$ cat src/rtl/fnd_pkg.sv
// fnd_pkg: shared constants, slot type and digit-common decode for the FND scan controller.
package fnd_pkg;
    localparam logic [3:0] COM_OFF = 4'hF;
    localparam int NUM_SLOTS = 8;
    typedef logic [$clog2(NUM_SLOTS)-1:0] slot_t;
    localparam slot_t SLOT_DOT = 3'd6;
    function automatic logic [3:0] com_onehot(input logic [1:0] digit);
        return ~(4'b0001 << digit);
    endfunction
endpackage

$ cat src/rtl/fnd_scan_ctrl_if.sv
// fnd_scan_ctrl_if: scan control bundle; master is the controller, slave is the mux/display side.
interface fnd_scan_ctrl_if;
    import fnd_pkg::*;
    logic en;
    logic [2:0] dim;
    slot_t sel;
    logic [3:0] fnd_com;
    logic slot_tick;
    logic dot_on;
    modport master(input en, dim, output sel, fnd_com, slot_tick, dot_on);
    modport slave(output en, dim, input sel, fnd_com, slot_tick, dot_on);
endinterface

$ cat src/rtl/tick_gen.sv
// tick_gen: modulo-DIV counter advancing while en, with a registered pulse the cycle after it reaches DIV-1.
module tick_gen #(
    parameter int DIV = 2
) (
    input  logic                     clk,
    input  logic                     rst,
    input  logic                     en,
    output logic [$clog2(DIV)-1:0]   cnt,
    output logic                     tick
);
    localparam int W = $clog2(DIV);
    if (DIV < 2) begin : g_div_chk
        $error("tick_gen: DIV must be >= 2");
    end
    always_ff @(posedge clk) begin
        if (rst) begin
            cnt  <= '0;
            tick <= 1'b0;
        end else begin
            tick <= en && cnt == W'(DIV - 1);
            if (en) cnt <= (cnt == W'(DIV - 1)) ? '0 : cnt + 1'b1;
        end
    end
endmodule

$ cat src/rtl/fnd_scan_ctrl.sv
// fnd_scan_ctrl: 8-slot FND scan controller driving mux select, active-low commons and dot blink.
// Optional PWM dimming is enabled by defining FND_DIM_EN.
module fnd_scan_ctrl
    import fnd_pkg::*;
#(
    parameter int CLK_FREQ_HZ = 100_000_000,
    parameter int SCAN_HZ     = 8_000,
    parameter int DOT_HZ      = 2
) (
    input logic              clk,
    input logic              rst,
    fnd_scan_ctrl_if.master  bus
);
    localparam int DIV_SCAN = CLK_FREQ_HZ / SCAN_HZ;
    localparam int DIV_DOT  = CLK_FREQ_HZ / (2 * DOT_HZ);
    localparam int SW = $clog2(DIV_SCAN);
    localparam int DW = $clog2(DIV_DOT);
    logic [SW-1:0] scan_cnt;
    logic [DW-1:0] dot_cnt;
    logic slot_tick, unused_dot_tick, wrap, dot_wrap, lit, dot_on;
    slot_t sel;
    logic [3:0] fnd_com;
    tick_gen #(.DIV(DIV_SCAN)) u_slot (
        .clk(clk), .rst(rst), .en(bus.en), .cnt(scan_cnt), .tick(slot_tick)
    );
    tick_gen #(.DIV(DIV_DOT)) u_dot (
        .clk(clk), .rst(rst), .en(1'b1), .cnt(dot_cnt), .tick(unused_dot_tick)
    );
    // wrap is the edge on which slot_tick rises, so sel advances in lockstep with it
    assign wrap     = bus.en && scan_cnt == SW'(DIV_SCAN - 1);
    assign dot_wrap = dot_cnt == DW'(DIV_DOT - 1);
`ifdef FND_DIM_EN
    logic [2:0] dim_q;
    always_ff @(posedge clk) begin
        if (rst) dim_q <= 3'd7;
        else if (wrap) dim_q <= bus.dim;
    end
    // fnd_com is registered, so test the counter value it will be displayed alongside
    assign lit = (int'(scan_cnt) + 1) < (((int'(dim_q) + 1) * DIV_SCAN) >> 3);
`else
    logic unused_dim;
    assign unused_dim = ^bus.dim;
    assign lit = 1'b1;
`endif
    always_ff @(posedge clk) begin
        if (rst) begin
            sel     <= '0;
            fnd_com <= COM_OFF;
            dot_on  <= 1'b0;
        end else begin
            if (wrap) sel <= sel + 1'b1;
            fnd_com <= (!bus.en || wrap || !lit) ? COM_OFF : com_onehot(sel[1:0]);
            if (dot_wrap) dot_on <= ~dot_on;
        end
    end
    assign bus.sel       = sel;
    assign bus.fnd_com   = fnd_com;
    assign bus.slot_tick = slot_tick;
    assign bus.dot_on    = dot_on;
endmodule
$ cat src/flat_wrapper.sv
// flat-port wrapper written by rule: the top's interface ports become plain ports
module fnd_scan_ctrl_flat import fnd_pkg::*;
#(
    parameter int CLK_FREQ_HZ = 100_000_000,
    parameter int SCAN_HZ     = 8_000,
    parameter int DOT_HZ      = 2
)
  (clk, rst, bus_en, bus_dim, bus_sel, bus_fnd_com, bus_slot_tick, bus_dot_on);
  fnd_scan_ctrl_if bus_i ();
  input logic clk;
  input logic rst;
  input wire logic [$bits(bus_i.en)-1:0] bus_en;
  input wire logic [$bits(bus_i.dim)-1:0] bus_dim;
  output wire logic [$bits(bus_i.sel)-1:0] bus_sel;
  output wire logic [$bits(bus_i.fnd_com)-1:0] bus_fnd_com;
  output wire logic [$bits(bus_i.slot_tick)-1:0] bus_slot_tick;
  output wire logic [$bits(bus_i.dot_on)-1:0] bus_dot_on;
  assign bus_i.en = bus_en;
  assign bus_i.dim = bus_dim;
  assign bus_sel = bus_i.sel;
  assign bus_fnd_com = bus_i.fnd_com;
  assign bus_slot_tick = bus_i.slot_tick;
  assign bus_dot_on = bus_i.dot_on;
  fnd_scan_ctrl #(.CLK_FREQ_HZ(CLK_FREQ_HZ), .SCAN_HZ(SCAN_HZ), .DOT_HZ(DOT_HZ)) u_core (.clk(clk), .rst(rst), .bus(bus_i));
endmodule
$ cat config.mk
export PLATFORM = sky130hd
export DESIGN_NAME = fnd_scan_ctrl_flat
export DESIGN_NICKNAME = d
export VERILOG_FILES = /design/src/rtl/fnd_pkg.sv /design/src/rtl/fnd_scan_ctrl_if.sv /design/src/rtl/tick_gen.sv /design/src/rtl/fnd_scan_ctrl.sv /design/src/flat_wrapper.sv
export SDC_FILE = /design/constraint.sdc
export NUM_CORES = 1
export LEC_CHECK = 0
export BUFFER_PORTS_ARGS = -buffer_cell sky130_fd_sc_hd__buf_2
export CAP_MARGIN = 20
export CORE_UTILIZATION = 30
export DETAILED_ROUTE_END_ITERATION = 8
export PLACE_DENSITY_LB_ADDON = 0.12
export SETUP_SLACK_MARGIN = 0.05
export SKIP_LAST_GASP = 1
export SYNTH_ARGS = -nofsm -noshare
export SYNTH_HDL_FRONTEND = slang
export SYNTH_SLANG_ARGS = --single-unit
$ cat constraint.sdc
create_clock -name clk -period 2.1 [get_ports clk]
set_input_delay 0.42 -clock clk [delete_from_list [all_inputs] [get_ports clk]]
set_output_delay 0.42 -clock clk [all_outputs]
set_load 0.02 [all_outputs]
# Word level (Yosys, flattened, before mapping)
# Index checks and enable logic that the tools add are counted.
# word_totals
wordCells	20
reg_bits	48
inputBits	6
out_inout_bits	9
# classes
addsub	3
mux	1
eq_ne	2
bitwise_logic	2
shift	1
n_reduce_logical	5
# op_table
cell	n
adder 25 x 1 -> 25 bit (second input constant)	1
equality test 25 bit (second input constant)	1
adder 14 x 1 -> 14 bit (second input constant)	1
equality test 14 bit (second input constant)	1
2-to-1 mux 14 bit	1
inverter 4 bit	1
OR reduction 2 bit	2
<< shifter 1 x 2 -> 4 bit (first input constant)	1
adder 3 x 1 -> 3 bit (second input constant)	1
logical AND 1 bit	1
logical NOT 1 bit	1
logical OR 1 bit	1
inverter 1 bit	1

# Depth between registers and ports, before layout
# logic_depth
ltp_word	4
mapped_depth	7
ltp_nobuf	5

# Cells and area by module
# From an unflattened synthesis, not the netlist that was laid out.
# hier_totals
cells_unflattened	268
area_unflattened_um2	2451.1
# by_module_without_submodules
mod	instances	cells_each	area_each_um2
tick_gen (u_core.u_dot)	1	141	1262.5
tick_gen (u_core.u_slot)	1	78	728.2
fnd_scan_ctrl	1	49	460.4

# Worst setup path after synthesis
# No wires, ideal clock.
# synth_path
kind	reg2reg
start	reg u_core.u_slot.cnt[8]
end	reg u_core.u_slot.cnt[4]
path_buffers	2
slack_ps	91
t_required_ps	1985
synth_period_minus_slack_ps	2009
arrival_time_ps	1893
path_stages_with_launch	7
setup_ps	115
path_cell_list	dfxtp_1 > or4b_1 > or4_1 > buf_2 > or2b_1 > buf_4 > nor2_1
# synth_via
elab_chain_len	2
# synth_rtl
item	line	text
start, declared	tick_gen.sv:8	output logic [$clog2(DIV)-1:0] cnt,
start signal, assigned	tick_gen.sv:21	if (en) cnt <= (cnt == W'(DIV - 1)) ? '0 : cnt + 1'b1;
equality test 14 bit	tick_gen.sv:21	
2-to-1 mux 14 bit	tick_gen.sv:21	
# Every way passes these cells.
# A chain may end at the register's enable or synchronous reset.

# Worst setup path after layout
# layout_path
start	reg u_core.u_slot.cnt[8]
end	reg u_core.sel[2], in the netlist u_core.bus.sel[2]
# layout_via
elab_chain_len	2
# layout_rtl
item	line	text
equality test 14 bit	fnd_scan_ctrl.sv:30	assign wrap = bus.en && scan_cnt == SW'(DIV_SCAN - 1);
logical AND 1 bit	fnd_scan_ctrl.sv:30	
end signal, assigned	fnd_scan_ctrl.sv:51	if (wrap) sel <= sel + 1'b1;
end, declared	fnd_scan_ctrl.sv:21	slot_t sel;
# Every way passes these cells.

==> flow_results.xml <==
<?xml version="1.0" encoding="UTF-8"?>
<metrics>
  <group name="final_layout">
    <metric name="final_stage_net_count" unit="">290</metric>
    <metric name="antenna_cells_inserted" unit="">0</metric>
    <metric name="synthToLayoutAreaGrowth" unit="%">19.36</metric>
    <metric name="final_design_area_no_fill" unit="µm²">2561</metric>
    <metric name="num-fill-cells" unit="">718</metric>
    <metric name="mostFrequentLayoutCells" unit="">sky130_fd_sc_hd__dfxtp_1, sky130_fd_sc_hd__nor2_1, sky130_fd_sc_hd__xnor2_1</metric>
    <metric name="layout_commonest_cell" unit="">sky130_fd_sc_hd__dfxtp_1</metric>
    <metric name="share_of_layout_cells_above_drive_strength_1" unit="">0.1439</metric>
  </group>
  <group name="sta">
    <metric name="slew-limit-headroom" unit="">0.5657</metric>
    <metric name="rsz_0062_raised_after_global_routing" unit="">false</metric>
    <metric name="fin_skew" unit="ps">5.730</metric>
    <metric name="tightestPinTransition" unit="ps">650.0</metric>
    <metric name="report.final.hold_viol_count" unit="">0</metric>
    <metric name="finalCriticalPeriod" unit="ps">1953</metric>
    <metric name="timing.final.setup_violations" unit="">0</metric>
    <metric name="setup_total_negative_slack" unit="ps">0</metric>
    <metric name="period_share" unit="">0.9299</metric>
    <metric name="max_clock_freq" unit="MHz">512.1</metric>
    <metric name="final-max-slew-violation-count" unit="">0</metric>
  </group>
  <group name="floorplanning">
    <metric name="core-area" unit="µm²">6869</metric>
    <metric name="die-area" unit="µm²">7495</metric>
    <metric name="row_count" unit="">30</metric>
    <metric name="fp.dieH" unit="µm">86.58</metric>
    <metric name="die_width" unit="µm">86.58</metric>
    <metric name="boundaryPins" unit="">15</metric>
    <metric name="floorplan.initialDensity" unit="">0.3124</metric>
  </group>
  <group name="global_routing">
    <metric name="grt_first_pass_wirelength" unit="mm">7.631</metric>
    <metric name="first_global_vias" unit="">1632</metric>
    <metric name="grt.total_usage" unit="">0.1314</metric>
    <metric name="grt_overflow_total" unit="">0</metric>
    <metric name="pin_count_of_the_biggest_net_entering_global_routing" unit="">25</metric>
    <metric name="grt_antenna_before_repair" unit="">0</metric>
  </group>
  <group name="logic_synthesis">
    <metric name="synth-async-reset-ratio" unit="">0</metric>
    <metric name="mappedNetlistNets" unit="">263</metric>
    <metric name="yosys.area_share.xor_xnor" unit="">0.1061</metric>
    <metric name="area_fraction_in_compound_gates_after_synthesis" unit="">0.07522</metric>
    <metric name="mapped_area" unit="µm²">2146</metric>
    <metric name="synth.ff_latch_count" unit="">48</metric>
    <metric name="dominant_combinational_cell_family_by_area_after_synthesis" unit="">simple AND/OR/NAND/NOR gates</metric>
    <metric name="yosys.cell_types.count" unit="">32</metric>
    <metric name="yosysWarningCount" unit="">0</metric>
    <metric name="synthCells" unit="">250</metric>
    <metric name="area_fraction_in_and_or_nand_and_nor_cells_after_synthesis" unit="">0.2945</metric>
    <metric name="synth_sequential_area_ratio" unit="">0.4478</metric>
    <metric name="syn_area_per_cell" unit="µm²">8.583</metric>
    <metric name="number_of_enable_flip_flop_cells_after_synthesis" unit="">0</metric>
    <metric name="synth_mux_area_frac" unit="">0</metric>
    <metric name="ys.flop_type" unit="">sky130_fd_sc_hd__dfxtp_1</metric>
    <metric name="synth_adder_area_share" unit="">0.04082</metric>
  </group>
  <group name="setup_path">
    <metric name="reg2reg_setup_slack" unit="ps">150</metric>
    <metric name="timing.critical_path.slowest_stage_cell" unit="">sky130_fd_sc_hd__or4b_4</metric>
    <metric name="endpoint_kind" unit="">flip-flop</metric>
    <metric name="startpoint_type" unit="">flip-flop</metric>
    <metric name="cpPeakStageDelay" unit="ps">560</metric>
    <metric name="critPathMaxFanout" unit="">4</metric>
    <metric name="cp_data_required_time" unit="ps">2340</metric>
    <metric name="worst-endpoint-arrival" unit="ps">2190</metric>
    <metric name="critical_path.cell_chain" unit="">or4b_4, or4_4, or3_1, a21oi_1</metric>
    <metric name="timing_worst_setup_path_type" unit="">flip-flop to flip-flop</metric>
  </group>
  <group name="routing">
    <metric name="route.met3.wl" unit="µm">121</metric>
    <metric name="route.top_layer_used" unit="">met4</metric>
    <metric name="detailedRoute.firstPassIterationCount" unit="">4</metric>
    <metric name="wl_met2" unit="mm">1.917</metric>
    <metric name="wl" unit="mm">4.409</metric>
    <metric name="drtIter0Drc" unit="">52</metric>
    <metric name="dr_total_vias" unit="">1743</metric>
    <metric name="wirelength_met1" unit="mm">2.290</metric>
    <metric name="drt-vias-per-instance" unit="">4.660</metric>
    <metric name="routed_wire_length_per_instance" unit="µm">11.79</metric>
    <metric name="route.antenna.remaining_nets" unit="">0</metric>
    <metric name="drt_drc_violations_left" unit="">0</metric>
  </group>
  <group name="clock_tree">
    <metric name="htreeDepth" unit="">2</metric>
    <metric name="tritoncts" unit="">built</metric>
    <metric name="clk_transition_reported_paths" unit="ps">90</metric>
    <metric name="clock_sinks" unit="">48</metric>
    <metric name="insertion_delay" unit="ps">300</metric>
    <metric name="max-clock-path-buffers" unit="">2</metric>
    <metric name="tritoncts.num_buffers" unit="">5</metric>
    <metric name="cts_setup_buffers" unit="">0</metric>
    <metric name="root_buffer" unit="">sky130_fd_sc_hd__clkbuf_8</metric>
  </group>
  <group name="status">
    <metric name="run_status" unit="">finished, final reports clean</metric>
  </group>
  <group name="hold_path">
    <metric name="min-delay-path-class" unit="">primary input to flip-flop</metric>
  </group>
  <group name="placed_design">
    <metric name="placement.cell_area" unit="µm²">2426</metric>
    <metric name="gp_congestion" unit="">0.7130</metric>
    <metric name="detailed_place_hpwl" unit="mm">3.060</metric>
    <metric name="port_buffers" unit="">11</metric>
  </group>
  <group name="pwr">
    <metric name="powerDensity" unit="nW/µm²">670.4</metric>
    <metric name="ir_drop" unit="mV">0.3627</metric>
    <metric name="leakage" unit="nW">0.8574</metric>
  </group>
  <group name="flow_run">
    <metric name="maxCapViolations" unit="">0</metric>
  </group>
</metrics>
[final timing paths]
check	cells past startpoint	startpoint	endpoint
setup / recovery	4	u_core.u_slot.cnt[8]$_SDFFE_PP0P_	u_core.bus.sel[2]$_SDFFE_PP0P_
hold / removal	2	rst	u_core.bus.sel[2]$_SDFFE_PP0P_
setup reg to reg	4	u_core.u_slot.cnt[8]$_SDFFE_PP0P_	u_core.bus.sel[2]$_SDFFE_PP0P_
hold reg to reg	1	u_core.u_dot.cnt[0]$_SDFF_PP0_	u_core.u_dot.cnt[0]$_SDFF_PP0_
[critical path, delay by kind of cell (launching register included)]
kind	cells	cell delay (ps)
flops	1	330
compound gates	1	140
simple gates	3	1430
[state kept, by name (all words and copies together) (netlist names)]
name,cells
u_core.u_dot.cnt,25
u_core.u_slot.cnt,14
u_core.bus.fnd_com,4
u_core.bus.sel,3
u_core.bus.dot_on,1
u_core.u_slot.tick,1
[kinds of logic after synthesis]
| logic type | Yosys count |
|---|---|
| and+or+nand+nor | 121 |
| DFF | 48 |
| AOI/OAI and AO/OA | 29 |
| xor gates and xnor gates | 26 |
| buffers and inverters | 19 |
| adders and majority gates | 7 |
[metal layers]
metal  GRT usage  up-vias
li1            -      932
met1      0.1771      787
met2      0.2027       19
met3     0.02952        5
met4     0.05455        0
met5           0        -
[cell usage after synthesis, types with 2 or more instances]
library cell	count	area share
sky130_fd_sc_hd__clkbuf_1	6	0.010
sky130_fd_sc_hd__nor3_1	5	0.012
sky130_fd_sc_hd__xnor2_1	21	0.086
sky130_fd_sc_hd__o31ai_1	3	0.010
sky130_fd_sc_hd__o21ai_0	9	0.021
sky130_fd_sc_hd__a21oi_1	14	0.033
sky130_fd_sc_hd__or3_1	10	0.029
sky130_fd_sc_hd__ha_1	7	0.041
sky130_fd_sc_hd__xor2_1	5	0.020
sky130_fd_sc_hd__inv_1	11	0.019
sky130_fd_sc_hd__nor4_1	7	0.020
sky130_fd_sc_hd__or4b_1	2	0.0093
sky130_fd_sc_hd__and3_1	3	0.0087
sky130_fd_sc_hd__nand4_1	13	0.038
sky130_fd_sc_hd__or4_1	7	0.024
sky130_fd_sc_hd__nand3_1	11	0.026
sky130_fd_sc_hd__nand2_1	17	0.030
sky130_fd_sc_hd__nor2_1	37	0.065
sky130_fd_sc_hd__dfxtp_1	48	0.45
sky130_fd_sc_hd__nor3b_1	2	0.0070
[per-stage QoR]
step | power [W] | instances | hold slack, ps | utilization | setup WS (ps)
6_report | 0.001717 | 374 | 409.2 | 0.3729 | 147.3
5_1_grt | 0.001794 | 374 | 414.7 | 0.3729 | 61.71
4_1_cts | 0.001748 | 374 | 398.0 | 0.3716 | 77.26
3_5_place_dp | 0.001007 | 366 | 455.0 | 0.3532 | 90.21
3_3_place_gp | 0.001008 | 366 | 444.6 | 0.3532 | 110.5
2_1_floorplan | 0.0009843 | 250 | 429.5 | - | 91.47
[cell type report]
type	instances	area, µm²	area share
clock buffer	7	96.34	0.03762
clock inverter	1	30.03	0.01172
timing repair buffer	28	195.2	0.07621
multi-input combinational	183	1116	0.4358
tap	96	120.1	0.04690
inverter	11	41.29	0.01612
sequential	48	962.2	0.3757
[repair_timing]
| action | CTS | global route |
|---|---|---|
| resized for setup | 0 | 3 |
| hold buffers | 0 | 0 |
| endpoints found under the setup margin | 0 | 15 |
[power breakdown]
part	leakage [nW]	internal [W]	switching (W)
clock	0.0645	0.000420	0.000312
sequential	0.388	0.000919	0.00000899
combinational	0.404	0.0000233	0.0000332
total	0.857	0.00136	0.000354
No activity file was read; power rests on OpenSTA's default activity.
